## src/rtl/dual_rail_pkg.sv

```systemverilog
// -----------------------------------------------------------------------------
// dual_rail_pkg
// Shared types and helpers for the dual-rail (true/complement) transmitter.
//   dr_state_e      : transmitter FSM states (IDLE, DATA, SPACER)
//   dr_rails_t      : a {t, f} rail pair, sized for up to DR_MAX_W variables
//   DR_SPACER_CODE  : the all-zero spacer rail pair
//   dr_encode()     : single-rail word -> {rail_t, rail_f} codeword
//   dr_has_illegal(): flags any variable whose rails are both high (11 code)
// -----------------------------------------------------------------------------
package dual_rail_pkg;

    typedef enum logic [1:0] {
        IDLE   = 2'd0,
        DATA   = 2'd1,
        SPACER = 2'd2
    } dr_state_e;

    // Widest word the helpers handle; users slice the low WIDTH bits.
    localparam int DR_MAX_W = 32;

    typedef struct packed {
        logic [DR_MAX_W-1:0] t;
        logic [DR_MAX_W-1:0] f;
    } dr_rails_t;

    localparam dr_rails_t DR_SPACER_CODE = '0;

    // Bits at or above 'width' are left at zero on both rails so they read as spacer.
    function automatic dr_rails_t dr_encode(input logic [DR_MAX_W-1:0] word,
                                            input int                  width);
        dr_rails_t           r;
        logic [DR_MAX_W-1:0] mask;
        if (width >= DR_MAX_W) begin
            mask = '1;
        end else begin
            mask = (DR_MAX_W'(1) << width) - DR_MAX_W'(1);
        end
        r.t = word & mask;
        r.f = ~word & mask;
        return r;
    endfunction

    function automatic logic dr_has_illegal(input logic [DR_MAX_W-1:0] t,
                                            input logic [DR_MAX_W-1:0] f);
        return |(t & f);
    endfunction

endpackage

```

## src/rtl/dual_rail_tx_ack_sync.sv

```systemverilog
// -----------------------------------------------------------------------------
// ack_sync
// Two-flop synchroniser bringing the receiver's completion-detect acknowledge
// into the clk domain. Both flops reset asynchronously to 0.
//   clk     in  : clock
//   rst_n   in  : asynchronous active-low reset
//   async_i in  : raw acknowledge, asynchronous to clk
//   sync_o  out : synchronised acknowledge (ack_s)
// -----------------------------------------------------------------------------
module ack_sync (
    input  logic clk,
    input  logic rst_n,
    input  logic async_i,
    output logic sync_o
);

    logic meta_q;
    logic sync_q;

    always_ff @(posedge clk or negedge rst_n) begin
        if (!rst_n) begin
            meta_q <= 1'b0;
            sync_q <= 1'b0;
        end else begin
            meta_q <= async_i;
            sync_q <= meta_q;
        end
    end

    assign sync_o = sync_q;

endmodule

```

## src/rtl/dual_rail_tx.sv

```systemverilog
// -----------------------------------------------------------------------------
// dual_rail_tx
// Dual-rail four-phase transmitter: takes a single-rail word over valid/ready
// and drives it as a complete true/complement codeword, then returns to the
// all-zero spacer, paced by the receiver's completion-detect acknowledge.
//
// Parameters:
//   WIDTH          : encoded variables (1..32)
//   SPACER_CYCLES  : minimum spacer hold before the next codeword (1..15)
//   TIMEOUT_CYCLES : acknowledge watchdog limit (only with the macro below)
// Ports:
//   clk, rst_n           : clock, asynchronous active-low reset
//   in_valid/in_ready    : input handshake, in_data is the word to send
//   rail_t / rail_f      : true / complement rails (registered)
//   ack                  : receiver completion detect (asynchronous)
//   busy                 : high whenever the FSM is not in IDLE
//   tx_done              : one-cycle pulse at the end of a four-phase cycle
//   err                  : sticky acknowledge-timeout flag
// Build option:
//   DUAL_RAIL_ACK_TIMEOUT_EN : enables the acknowledge watchdog and err flag;
//                              when undefined err is tied low and the block
//                              waits on ack indefinitely.
// -----------------------------------------------------------------------------
module dual_rail_tx
    import dual_rail_pkg::*;
#(
    parameter int WIDTH          = 4,
    parameter int SPACER_CYCLES  = 1,
    parameter int TIMEOUT_CYCLES = 255
) (
    input  logic             clk,
    input  logic             rst_n,
    input  logic             in_valid,
    output logic             in_ready,
    input  logic [WIDTH-1:0] in_data,
    output logic [WIDTH-1:0] rail_t,
    output logic [WIDTH-1:0] rail_f,
    input  logic             ack,
    output logic             busy,
    output logic             tx_done,
    output logic             err
);

    localparam logic [3:0] SPC_LOAD = 4'(SPACER_CYCLES);

    logic             ack_s;
    dr_state_e        state_q, state_d;
    logic [WIDTH-1:0] data_q, data_d;
    logic [WIDTH-1:0] rail_t_q, rail_t_d;
    logic [WIDTH-1:0] rail_f_q, rail_f_d;
    logic [3:0]       spc_q, spc_d;
    logic             busy_q, busy_d;
    logic             done_q, done_d;
    logic [1:0]       prime_q;
    logic             blocked;
    dr_rails_t        enc;
    logic             unused_enc;

    ack_sync u_ack_sync (
        .clk     (clk),
        .rst_n   (rst_n),
        .async_i (ack),
        .sync_o  (ack_s)
    );

`ifdef DUAL_RAIL_ACK_TIMEOUT_EN
    localparam int             WD_W     = $clog2(TIMEOUT_CYCLES + 1);
    localparam logic [WD_W-1:0] WD_LIMIT = WD_W'(TIMEOUT_CYCLES - 1);

    logic [WD_W-1:0] wd_q, wd_d;
    logic            err_q, err_d;

    assign blocked = err_q;
    assign err     = err_q;
`else
    assign blocked = 1'b0;
    assign err     = 1'b0;
`endif

    // prime_q holds acceptance off until the synchroniser has had two edges
    // to capture the real ack level, so an ack left high across reset is seen
    // before any word is taken. in_ready is decoded purely from flops.
    assign in_ready = prime_q[1] & (state_q == IDLE) & ~ack_s & ~blocked;

    always_comb begin
        state_d = state_q;
        data_d  = data_q;
        spc_d   = spc_q;
        done_d  = 1'b0;
        case (state_q)
            IDLE: begin
                if (in_valid && in_ready) begin
                    data_d  = in_data;
                    state_d = DATA;
                end
            end
            DATA: begin
                if (ack_s) begin
                    state_d = SPACER;
                    spc_d   = SPC_LOAD;
                end
            end
            SPACER: begin
                // spc_q counts spacer cycles still owed, the current one included.
                if (spc_q > 4'd1) begin
                    spc_d = spc_q - 4'd1;
                end
                if (spc_q <= 4'd1 && !ack_s) begin
                    state_d = IDLE;
                    done_d  = 1'b1;
                end
            end
            default: begin
                state_d = IDLE;
            end
        endcase
`ifdef DUAL_RAIL_ACK_TIMEOUT_EN
        err_d = err_q;
        wd_d  = '0;
        if (state_q != IDLE) begin
            if (wd_q == WD_LIMIT) begin
                // Abort overrides any normal transition in the same cycle.
                state_d = IDLE;
                done_d  = 1'b0;
                err_d   = 1'b1;
            end else if (state_d == state_q) begin
                wd_d = wd_q + 1'b1;
            end
        end
`endif
    end

    // Rails follow the next state so they switch as one registered word:
    // either the full codeword or the spacer, never a mix.
    assign enc        = dr_encode(DR_MAX_W'(data_d), WIDTH);
    assign unused_enc = ^enc;

    always_comb begin
        rail_t_d = '0;
        rail_f_d = '0;
        if (state_d == DATA) begin
            rail_t_d = enc.t[WIDTH-1:0];
            rail_f_d = enc.f[WIDTH-1:0];
        end
        busy_d = (state_d != IDLE);
    end

    always_ff @(posedge clk or negedge rst_n) begin
        if (!rst_n) begin
            state_q  <= IDLE;
            data_q   <= '0;
            rail_t_q <= '0;
            rail_f_q <= '0;
            spc_q    <= '0;
            busy_q   <= 1'b0;
            done_q   <= 1'b0;
            prime_q  <= 2'b00;
        end else begin
            state_q  <= state_d;
            data_q   <= data_d;
            rail_t_q <= rail_t_d;
            rail_f_q <= rail_f_d;
            spc_q    <= spc_d;
            busy_q   <= busy_d;
            done_q   <= done_d;
            prime_q  <= {prime_q[0], 1'b1};
        end
    end

`ifdef DUAL_RAIL_ACK_TIMEOUT_EN
    always_ff @(posedge clk or negedge rst_n) begin
        if (!rst_n) begin
            wd_q  <= '0;
            err_q <= 1'b0;
        end else begin
            wd_q  <= wd_d;
            err_q <= err_d;
        end
    end
`endif

    assign rail_t  = rail_t_q;
    assign rail_f  = rail_f_q;
    assign busy    = busy_q;
    assign tx_done = done_q;

endmodule
```

## config.mk

```make
export PLATFORM = sky130hd
export DESIGN_NAME = dual_rail_tx
export DESIGN_NICKNAME = d
export VERILOG_FILES = /design/src/rtl/dual_rail_pkg.sv /design/src/rtl/dual_rail_tx_ack_sync.sv /design/src/rtl/dual_rail_tx.sv
export SDC_FILE = /design/constraint.sdc
export NUM_CORES = 1
export LEC_CHECK = 0
export CORE_MARGIN = 3
export CORE_UTILIZATION = 53
export CTS_BUF_LIST = sky130_fd_sc_hd__clkbuf_4 sky130_fd_sc_hd__clkbuf_8
export CTS_CLUSTER_DIAMETER = 50
export CTS_CLUSTER_SIZE = 24
export DETAILED_ROUTE_END_ITERATION = 7
export GPL_TIMING_DRIVEN = 0
export PLACE_DENSITY = 0.93
export SYNTH_ARGS = -nofsm -noshare
export SYNTH_HDL_FRONTEND = slang
export SYNTH_SLANG_ARGS = --single-unit
export TNS_END_PERCENT = 20
```

## constraint.sdc

```tcl
create_clock -name clk -period 2.2 [get_ports clk]
set_input_delay 0.22 -clock clk [delete_from_list [all_inputs] [get_ports clk]]
set_output_delay 0.22 -clock clk [all_outputs]
set_load 0.1 [all_outputs]
```

======== After elaboration in Yosys (flattened, before gate mapping) ========
Cells that the tools add are included.
operators by class
  mux-type cells .......................... 13
  magnitude comparators ................... 2
  reduce and logical (&&, ||, !) cells .... 7
  add/sub/neg operators ................... 1
  bitwise logic cells ..................... 4
  equality and inequality tests ........... 5
operators by type and width
  operator               count
  $mux W4                6
  $pmux W4 S2            1
  $mux W2                3
  $pmux W2 S3            1
  $eq A2 B1 Y1 const B   2
  $gt A4 B1 Y1 const B   1
  $le A4 B1 Y1 const B   1
  $not A4 Y4             1
  $reduce_bool A2 Y1     2
  $sub A4 B1 Y4 const B  1
  $reduce_and A3 Y1      1
  $and A1 B1 Y1          2
  $eq A2 B2 Y1 const B   1
  $logic_and A1 B1 Y1    2
  $logic_not A2 Y1       1
  $mux W1                2
  $ne A2 B1 Y1 const B   1
  $ne A2 B2 Y1 const B   1
  $logic_not A1 Y1       1
  $not A1 Y1             1
word-level totals
  word-level logic and storage cells ...... 42
  input bits .............................. 8
  flip-flop bits (word level) ............. 24

======== Longest topological paths before layout ========
  depth after elaboration ................. 8
  depth in mapped cells ................... 7
  gate-level depth less buffers ........... 6

======== Modules after synthesis ========
A second synthesis with hierarchy kept.
second synthesis, totals
  cell total of the unflattened synthesis .. 82
  area, all modules ....................... 974.7 sq um
by module, submodules not included
  module        times used  area an instance (sq um)  sequential area each (sq um)  cells an instance
  dual_rail_tx  1           924.6                     550.5                         80
  ack_sync      1           50.0                      50.0                          2

======== Least setup slack after synthesis ========
No wires, ideal clock.
  path kind ............................... flip-flop to flip-flop
  start ................................... reg state_q[0]
  end ..................................... reg rail_t_q[0], in the netlist rail_t[0]
  library setup time ...................... 80 ps
  stages on the path, launching flop included .. 8
  period minus slack after synthesis ...... 2018 ps
  required time ........................... 2120 ps
  setup slack ............................. 182 ps
  arrival ................................. 1937 ps
  path through ............................ dfrtp_1 -> inv_1 -> ha_1 -> and3b_2 -> nand2_4 -> a221o_1 -> buf_6 -> nor3b_2
on the way
  cells in the longest elaborated chain, start to end .. 8
  elaborated cells on any way between the ends .. 14
RTL lines
  element                         line                 text
  start, declared                 dual_rail_tx.sv:47   dr_state_e state_q, state_d;
  start signal, assigned          dual_rail_tx.sv:159  state_q <= state_d;
  $logic_not A2 Y1 (*)            dual_rail_tx.sv:83   assign in_ready = prime_q[1] & (state_q == IDLE) & ~ack_s & ~blocked;
  $and A1 B1 Y1 (*) (2 in a row)  dual_rail_tx.sv:83
  named net in_ready              dual_rail_tx.sv:34   output logic in_ready,
  $logic_and A1 B1 Y1 (*)         dual_rail_tx.sv:92   if (in_valid && in_ready) begin
  $mux W2                         dual_rail_tx.sv:92
  $pmux W2 S3                     dual_rail_tx.sv:90   case (state_q)
  $eq A2 B1 Y1                    dual_rail_tx.sv:141  if (state_d == DATA) begin
  $mux W4 (*)                     dual_rail_tx.sv:141
  named net rail_t_d[0]           dual_rail_tx.sv:49   logic [WIDTH-1:0] rail_t_q, rail_t_d;
  end signal, assigned            dual_rail_tx.sv:161  rail_t_q <= rail_t_d;
  end, declared                   dual_rail_tx.sv:49
The timed path passes the listed nets; every way through them passes the cells marked *.
A chain may end at the register's enable or synchronous reset.

======== Worst setup path in the final report ========
  start ................................... reg rail_t_q[0], in the netlist rail_t[0]
  end ..................................... out rail_t[0]
RTL lines
  element        line                text
  end, declared  dual_rail_tx.sv:36  output logic [WIDTH-1:0] rail_t,
No word-level cell between the ends.

==> summary.txt <==
Setup path
  • Setup crit start: rail_t[0]
  • CP startpoint kind: register
  • Buffers plus inverters on the worst setup path: 1
  • Slowest-stage cell, CP: clkdlybuf4s50_1
  • Crit-path max FO: 1
  • Setup crit end kind: output port
  • Reg-to-Reg Start: spc_q[0]
  • Crit-path cells: clkdlybuf4s50_1
  • Max incr delay on CP: 1150 ps
  • Req. time, crit path: 1980 ps
  • Setup slack, reg-to-reg: 250 ps
  • CP delay by family, top: buffers and inverters
  • Worst path arrival time: 1830 ps
  • Crit Path Class: register to output port

Finish
  • Area delta synth->final: 23.2%
  • NumNets Final: 119
  • Share of cells above drive strength 1: 22.1%
  • Util after Layout: 72.5%
  • Final instance area: 1320 sq um
  • # diodes: 0

CTS
  • H-tree depth: 1
  • Cts hold-fix bufs: 0
  • CTS tree: yes
  • # Post-CTS Setup Buffers: 0
  • CTS max path bufs: 2
  • Skew-Pair Late Insertion Delay: 310 ps
  • CTS clk-pin slew, worst paths: 130 ps
  • TritonCTS Buffers: 3
  • Root Buffer: clkbuf_4
  • Post-CTS sizing: 3
  • Clk sinks: 24

Global route
  • Overall routing resource usage: 15.0%
  • GRT met3 Usage: 3.21%
  • Overflow after GRT: 0
  • Grt peak-use layer: met2
  • GR Layer Usage met1: 17.4%
  • First-pass GRT wire length: 2840 um
  • Initial antenna violation count: 0
  • Grt met2 use: 27.5%
  • Vias in the first global route: 625
  • Largest net degree at the start of global routing: 25

Yosys
  • Top-count cell post-synth: dfrtp_1
  • Async set-reset flop share out of synthesis: 100%
  • Yosys warning total: 0
  • FF+latch count, synth: 24
  • Register area share after synthesis: 56.1%
  • Post-synth top cells: dfrtp_1, ha_1, inv_1
  • Post-synth EDFFs: 0
  • Top FF cell, synth: dfrtp_1
  • Mapped Cells: 82
  • Synth Cell Area: 1070 sq um
  • Top cell type's share of synthesized area: 56.1%
  • Syn Area/Cell: 13.1 sq um
  • Yosys top cell by area: dfrtp_1
  • Synth area leaders: dfrtp_1, ha_1, nor3b_2
  • Post-synth cell types: 28
  • Post-Syn Nets: 96

Route
  • ANT nets after route: 0
  • DRC errors left: 0
  • Vias after detailed routing: 631
  • Pre-antenna DRT Iters: 4
  • Initial DRC count: 26
  • Wirelength, routed: 1700 um
  • Wire length per cell: 13.2 um
  • Via-to-Cell Ratio: 4.89

Floorplanning
  • Std cell rows: 15
  • Initial Utilization: 58.8%
  • Die width: 51.0 um
  • Core area: 1820 sq um
  • Full die area: 2600 sq um
  • Ports: 20
  • Die height: 51.0 um

Timing
  • # setup viols final: 0
  • Fin crit share: 93.4%
  • Clock skew: 9.75 ps
  • Slew headroom: 33.4%
  • Final Max Slew Viols: 0
  • Max Fclk: 487 MHz
  • Min Tclk post-route: 2050 ps
  • RSZ-0062 raised after global routing: false
  • Least-Margin Pin Slew: 997 ps
  • Min Hold Slack: 344 ps
  • Final Hold Violating Endpoints: 0

Power
  • Max IR drop VDD: 0.756 mV
  • P per Cell Area: 1470 nW/um^2
  • Static leakage: 0.591 nW

Placement
  • DP HPWL: 1310 um
  • Instance area at placement: 1280 sq um
  • Buffers on Ports: 18
  • Final RePlAce weighted congestion: 0.759

Min path
  • Path type of the worst min-delay path: primary input to register
  • Hold Path Origin: ack

Outcome
  • Status: finished, final reports clean

Job
  • Max-cap viol count: 0
==> per-layer routing <==
metal	share of wire [%]	wire, um
met5	0	0
met4	1.1	19
met3	4.4	75
met2	52	888
met1	42	717
==> sequential cells by signal (all words and copies together) (netlist names) <==
name,cells
prime_q,2
rail_t,4
u_ack_sync.sync_o,1
rail_f,4
u_ack_sync.meta_q,1
spc_q,4
state_q,2
tx_done,1
busy,1
data_q,4
==> metrics by stage <==
stage / worst slack (ps) / total power, W / cells / TNS [ps]
5_1_grt: 72.7 / 0.00206 / 129 / 0
3_5_place_dp: -56.3 / 0.00174 / 125 / -56.3
6_report: 146 / 0.00194 / 129 / 0
2_1_floorplan: 182 / 0.00150 / 82 / 0
4_1_cts: 144 / 0.00196 / 129 / 0
3_3_place_gp: -48.2 / 0.00170 / 125 / -48.2
==> cell families after synthesis <==
family                     Yosys count  share of synthesized area [%]
and+or+nand+nor                     23                           16.8
AOI/OAI and AO/OA                   15                           11.3
buffers and inverters                8                           3.86
adders and majority gates            6                           7.01
muxes                                4                           4.21
other                                2                          0.701
DFF                                 24                           56.1
==> final timing paths <==
check,endpoint,cells past startpoint
min,u_ack_sync.meta_q,1
max in group asynchronous,u_ack_sync.meta_q,1
max reg2reg,rail_f[2],6
max,rail_t[0],1
min in group asynchronous,rail_f[0],1
min reg2reg,prime_q[1],0
==> cell type report <==
class | count | area [sq um]
sequential | 24 | 601
tap | 25 | 31.3
multi-input combinational | 50 | 429
fill | 149 | 500
inverter | 6 | 22.5
timing repair buffer | 18 | 181
clock buffer | 4 | 36.3
buffer | 2 | 18.8
==> layout by cell type, fill, tap and decap left out, drive strengths merged <==
cell type / n
ha: 6
inv: 6
mux2: 4
nand2b: 4
and3b: 2
a221o: 1
nor2: 2
a21oi: 2
o311ai: 1
o31ai: 2
nor4: 1
dfrtp: 24
nor3b: 4
clkdlybuf4s15: 1
clkbuf: 4
o21ai: 6
buf: 2
nor3: 5
o2111ai: 1
clkdlybuf4s50: 17
o21bai: 1
conb: 2
nand2: 4
nand3b: 1
a211oi: 1
==> report_power, final <==
part	switching (W)	total [W]	internal, W
Clock	0.000121	0.000222	0.000101
Combinational	0.000771	0.00110	0.000329
Sequential	0.0000571	0.000621	0.000564
Total	0.000949	0.00194	0.000994
Note: power is estimated with default switching activity, not from simulation.
